<file path="config.mk">
export PLATFORM = sky130hd
export DESIGN_NAME = vic_prio_wb
export DESIGN_NICKNAME = d
export VERILOG_FILES = /design/src/rtl/vic_prio_wb.sv
export SDC_FILE = /design/constraint.sdc
export NUM_CORES = 1
export LEC_CHECK = 0
export ABC_AREA = 0
export BUFFER_PORTS_ARGS = -buffer_cell sky130_fd_sc_hd__buf_2
export CAP_MARGIN = 20
export CORE_AREA = 2 2 66 68
export CTS_BUF_LIST = sky130_fd_sc_hd__clkbuf_4 sky130_fd_sc_hd__clkbuf_8 sky130_fd_sc_hd__clkbuf_16
export CTS_CLUSTER_SIZE = 28
export DETAILED_ROUTE_END_ITERATION = 12
export DIE_AREA = 0 0 68 70
export PLACE_DENSITY_LB_ADDON = 0.08
export RECOVER_POWER = 50
export SYNTH_ARGS = -nofsm -noshare
export SYNTH_HDL_FRONTEND = slang
export SYNTH_SLANG_ARGS = --single-unit
</file>
<file path="constraint.sdc">
create_clock -name clk_sys -period 2 [get_ports clk_sys]
set_input_delay 0.4 -clock clk_sys [delete_from_list [all_inputs] [get_ports clk_sys]]
set_output_delay 0.4 -clock clk_sys [all_outputs]
set_load 0.03 [all_outputs]
</file>
<file path="src/rtl/vic_prio_wb.sv">
// Vectored interrupt controller with fixed priority and a Wishbone-style vector read.
//
// Requests on ireq are collected into a pending register. The highest-index pending,
// unmasked channel wins. A CPU vector read (wb_stb_i) walks the acknowledge FSM
// IDLE -> LATCH -> ACK -> WAIT_DROP. The winner is frozen on entry to LATCH, its vector
// (or SPUR_VEC when nothing was pending) is presented with wb_ack_o, and a one-cycle
// iack pulse goes to the winning channel.
//
// Build option: define VIC_EDGE_EN to pend on 0->1 ireq transitions instead of on level.
//
// Ports:
//   clk_sys   system clock
//   wb_rst_i  synchronous active-high reset (acts regardless of ce)
//   ce        clock enable for all state except the iack pulse
//   ivec      16-bit vector per channel, channel k at [16k+15:16k]
//   ireq      request per channel
//   iack      one clk_sys pulse to the acknowledged channel
//   mask_we   mask write strobe
//   mask_din  mask write data, 1 blocks a channel
//   mask_q    current mask
//   wb_irq_o  registered interrupt request to the CPU
//   wb_stb_i  vector read strobe
//   wb_dat_o  vector data, zero whenever wb_ack_o is low
//   wb_ack_o  vector read reply
module vic_prio_wb #(
    parameter int unsigned N        = 4,
    parameter logic [15:0] SPUR_VEC = 16'o000000
) (
    input  logic            clk_sys,
    input  logic            wb_rst_i,
    input  logic            ce,
    input  logic [16*N-1:0] ivec,
    input  logic [N-1:0]    ireq,
    output logic [N-1:0]    iack,
    input  logic            mask_we,
    input  logic [N-1:0]    mask_din,
    output logic [N-1:0]    mask_q,
    output logic            wb_irq_o,
    input  logic            wb_stb_i,
    output logic [15:0]     wb_dat_o,
    output logic            wb_ack_o
);

    localparam int unsigned IdxW = (N > 1) ? $clog2(N) : 1;

    typedef enum logic [1:0] {StIdle, StLatch, StAck, StWaitDrop} state_e;

    state_e          state_q;
    logic [N-1:0]    pend_q;
    logic [N-1:0]    pend_set;
    logic [N-1:0]    pend_clr;
    logic [N-1:0]    avail;
    logic [N-1:0]    sel_onehot;
    logic [IdxW-1:0] win_idx;
    logic            win_valid;
    logic [IdxW-1:0] sel_q;
    logic            valid_q;
    logic            irq_q;
    logic            ack_q;
    logic [15:0]     dat_q;
    logic [N-1:0]    iack_q;
    logic            ack_fire;

`ifdef VIC_EDGE_EN
    logic [N-1:0] ireq_hist_q;

    always_ff @(posedge clk_sys) begin
        if (wb_rst_i) begin
            ireq_hist_q <= '0;
        end else if (ce) begin
            ireq_hist_q <= ireq;
        end
    end

    assign pend_set = ireq & ~ireq_hist_q;
`else
    assign pend_set = ireq;
`endif

    assign avail = pend_q & ~mask_q;

    // Later iterations overwrite earlier ones, so the highest index wins.
    always_comb begin
        win_valid = 1'b0;
        win_idx   = '0;
        for (int k = 0; k < N; k++) begin
            if (avail[k]) begin
                win_valid = 1'b1;
                win_idx   = IdxW'(k);
            end
        end
    end

    always_comb begin
        sel_onehot        = '0;
        sel_onehot[sel_q] = 1'b1;
    end

    // LATCH -> ACK transition with a real winner: pulse iack and retire the pend bit.
    assign ack_fire = ce && (state_q == StLatch) && wb_stb_i && valid_q;
    assign pend_clr = ack_fire ? sel_onehot : '0;

    always_ff @(posedge clk_sys) begin
        if (wb_rst_i) begin
            pend_q <= '0;
            mask_q <= '0;
            irq_q  <= 1'b0;
        end else if (ce) begin
            // Set wins over clear in the same cycle.
            pend_q <= (pend_q & ~pend_clr) | pend_set;
            irq_q  <= |avail;
            if (mask_we) begin
                mask_q <= mask_din;
            end
        end
    end

    always_ff @(posedge clk_sys) begin
        if (wb_rst_i) begin
            state_q <= StIdle;
            sel_q   <= '0;
            valid_q <= 1'b0;
            ack_q   <= 1'b0;
            dat_q   <= '0;
            iack_q  <= '0;
        end else begin
            // iack is a single clk_sys pulse, independent of ce.
            iack_q <= '0;
            if (ce) begin
                case (state_q)
                    StIdle: begin
                        if (wb_stb_i) begin
                            state_q <= StLatch;
                            sel_q   <= win_idx;
                            valid_q <= win_valid;
                        end
                    end
                    StLatch: begin
                        if (!wb_stb_i) begin
                            state_q <= StIdle;
                        end else begin
                            state_q <= StAck;
                            ack_q   <= 1'b1;
                            dat_q   <= valid_q ? ivec[{sel_q, 4'b0000} +: 16] : SPUR_VEC;
                            if (valid_q) begin
                                iack_q <= sel_onehot;
                            end
                        end
                    end
                    StAck: begin
                        state_q <= StWaitDrop;
                    end
                    StWaitDrop: begin
                        if (!wb_stb_i) begin
                            state_q <= StIdle;
                            ack_q   <= 1'b0;
                            dat_q   <= '0;
                        end
                    end
                    default: begin
                        state_q <= StIdle;
                    end
                endcase
            end
        end
    end

    assign iack     = iack_q;
    assign wb_irq_o = irq_q;
    assign wb_ack_o = ack_q;
    assign wb_dat_o = dat_q;

endmodule

</file>
==> results.md <==
- Number of sinks handled by clock tree synthesis: 35
- Worst slew pin tran: 0.770 ns
- Critical path's largest stage delay: between 0.5 and 0.6 ns
- Total area of sequential cells: between 700 and 800 µm²
- Area of the multi-input gates: roughly 860 µm²
- Die Area: roughly 4800 µm²
- Total global routing overflow: 0
- Placer Congestion: between 0.7 and 0.8
- Leak Pwr: approximately 0.95 nW
- Reg2Reg Capture Point: wb_dat_o[3]$_SDFFE_PP0P_
- Detailed-route vias per instance: 5.21
- Maximum number of pins on one net before global-route repair: 20
- Site row count: 24
- Worst hold path startpoint: ireq[2]
- Number of antenna violations at the first check in global routing: 0
- Flip-flop and latch count after synthesis: 35
- Share of final-layout standard cells stronger than drive strength 1: between 40% and 50%
- Top-area cell type share of the netlist area: between 40% and 50%
- Dominant cell type by area after synthesis: dfxtp_1
- Count of inserted antenna diode cells: 0
- Number of remaining DRC errors: 0
- Clock network fraction of total power: 33.5%
- Count of flip-flops with a built-in enable after synthesis: 0
- Endpoint arrival time on the critical path: approximately 1.8 ns
- Number of fill cells in the layout: 385
- Ordered cell list for the critical path: nand4bb_1 -> nor2_2 -> a22o_1
- Min Clock Period, post-route: roughly 1.6 ns
- Number of nets produced by synthesis: 220
- Reg power frac: between 40% and 50%
- Post-synthesis instance area: 1620 µm²
- Worst R2R Setup Slack: 0.44 ns
- Data required time at the worst endpoint: 2.23 ns
- Maximum vdd ir drop: between 300 and 400 µV
- Most used flip-flop cell after synthesis: dfxtp_1
- Critical Path Sink Type: flip-flop
- Final HPWL from detailed placement: 3300 µm
- Fin. Hold Viols: 0
- Horizontal die dimension: between 60 and 70 µm
- Number of hold buffers added after CTS: 0
- Unrepaired setup endpoints after global routing: false
- Core Area: 4140 µm²
- Post-route core utilization: 54.4%
- Clock-pin slew reported for the worst setup and hold paths after clock tree synthesis: around 0.070 ns
- Rel. slew slack: 48.5%
- Layout Nets: around 320
- Crit-path max FO: 16
- Portion of the post-synthesis area used by sequential elements: 43.1%
- Worst Slack Setup Final: between 0.4 and 0.5 ns
- Area growth from synthesis to layout: 38.8%
- Clock Skews: a little under 0.005 ns
- TritonCTS clock tree: yes
- Global router's overall resource usage: 18.1%
- Post-DRT Antenna Nets: 0
- Global-route wire length before repair: roughly 6500 µm
- Most area-consuming cells after synthesis: dfxtp_1 (43%), mux4_2 (22%), a22o_1 (8.6%)
- NetSw: between 0.3 and 0.4 mW
- Buffers added on ports: slightly above 100
- Total Routed Length: 4200 µm
- Root buffer cell: clkbuf_8
- Cell type of the slowest stage on the worst timing path: nor2_2
- Depth of the worst register-to-register path: 3
- First-iteration detailed-routing DRC count: ~50
- Routed wire per std cell: between 10 and 15 µm
- Maximum Capacitance Violations: 0
- Worst Hold Class: input pin to flip-flop
- Post-synth cell types: 26
- Total number of vias: 1554
- Final setup violation count: 0
- Post-cts repair resize count: 0
- Avg Synthesized Cell Area: about 11 µm²
- Starting density of the core: 39.2%
- Max clock buf depth: 2
- Combinational cell fraction of total power: a little under a fifth
- Fraction of synthesis flops using an asynchronous set or reset pin: 0%
- Share of total power consumed by net switching: about 25%
- Total number of yosys warnings: 0
- Gate count after technology mapping: between 100 and 150
- Max-slew violation total from the final report: 0
- PwrDens: 678 nW/µm²
- Critical path launch point type: flip-flop
- Vias in the first global route: ~1.5k
- H-tree Lvls: 2
- Setup TNS after final layout: 0 ns
- Status: completed
- Type of the worst setup path: flip-flop to flip-flop
- Worst setup slack before clock tree synthesis: approximately 0.20 ns
- Die height: roughly 70 µm
- Peak clock frequency supported by timing: about 640 MHz
- Total setup buffers inserted after CTS: 0
- Total clock buffers created by CTS: 5
- Cell depth of the worst min-delay path: 3
- Clock latency on the worst-skew pair: between 0.2 and 0.3 ns
- Number of search-and-repair iterations in the first detailed-routing pass: 4
- I/O pin count: slightly above 100
- Internal power: 1.14 mW
- Period utilization: 77.8%
- Min-Delay Endpoint: pend_q[2]$_SDFFE_PP0P_
-- sequential cells by signal, summed over array words and instances (netlist names), named ones only --
register	cells
wb_dat_o	16
iack	4
mask_q	4
pend_q	4
sel_q	2
state_q	1
valid_q	1
wb_ack_o	1
wb_irq_o	1
-- area by class of cell --
| type | instances | share of cell area [%] |
|---|---|---|
| Multi-Input combinational cell | 93 | 38.0 |
| Clock buffer | 6 | 3.66 |
| Inverter | 5 | 0.832 |
| Timing Repair Buffer | 106 | 23.4 |
| Tap cell | 52 | 2.89 |
| Clock inverter | 1 | 0.222 |
| Sequential cell | 35 | 31.1 |
-- worst max-delay path by stage --
stage | end | slack, ns
floorplan | wb_dat_o[0]$_SDFFE_PP0P_ | 0.58
global placement | wb_dat_o[3]$_SDFFE_PP0P_ | 0.26
detailed placement | wb_dat_o[3]$_SDFFE_PP0P_ | 0.20
CTS | wb_dat_o[3]$_SDFFE_PP0P_ | 0.41
global route | wb_dat_o[6]$_SDFFE_PP0P_ | 0.26
finish | wb_dat_o[3]$_SDFFE_PP0P_ | 0.44
-- synth_stat cells, types with 2 or more instances --
library cell	number
dfxtp_1	35
a22o_1	16
mux4_2	16
nand2_1	12
a21oi_1	11
nor2_1	6
inv_1	5
nand3_1	5
a211oi_1	4
nor4_1	4
o41ai_1	4
buf_2	3
clkbuf_1	3
nor2b_1	3
buf_1	2
buf_4	2
nand2b_1	2
o21ai_0	2
-- stage by stage --
stage	hold WS, ns	power [mW]	std cells	cell area, µm²
floorplan	0.438	0.923	143	1620
global placement	0.456	1.04	291	2190
detailed placement	0.459	1.04	291	2190
CTS	0.358	1.55	298	2280
global route	0.371	1.60	298	2250
finish	0.367	1.53	298	2250
-- worst max-delay path, delay by kind of cell (launching register included) --
family / cells / cell delay (ns)
AO/OA/AOI/OAI: 1 / 0.24
flip-flops: 1 / 0.37
AND/OR/NAND/NOR: 2 / 0.89
-- power by group through the flow --
stage                     clock [mW]  combinational [mW]  sequential [mW]
after CTS                      0.527               0.285            0.739
after global placement             0               0.281            0.755
after floorplan                    0               0.154            0.769
final                          0.512               0.277            0.739
after global routing           0.550               0.308            0.742
after detailed placement           0               0.284            0.755
-- kinds of logic (layout without fill, tap and decap cells) --
group / count (synthesis) / count (layout) / synth area share, %
AOI/OAI and AO/OA: 41 / 41 / 19.0
xor gates and xnor gates: 1 / 1 / 0.539
buffers and inverters: 15 / 118 / 4.16
DFF: 35 / 35 / 43.1
muxes: 16 / 16 / 22.2
and+or+nand+nor: 35 / 35 / 11.0
-- per-layer routing --
layer	GRT usage, %	part of all wire, %
met4	6.67	1.2
met3	4.51	8.7
met2	32.5	50
met5	0	0
met1	19.8	40
-- cell usage in the layout (no fill, tap or decap), drive strengths merged, types with 5 or more instances in the layout --
cell    netlist  layout
a22o         16      16
nand3         5       5
nand2        12      12
clkbuf        3      25
mux4         16      16
buf           7      87
nor2          7       7
dfxtp        35      35
inv           5       5
a21oi        11      11
No activity file was read; power rests on OpenSTA's default activity.
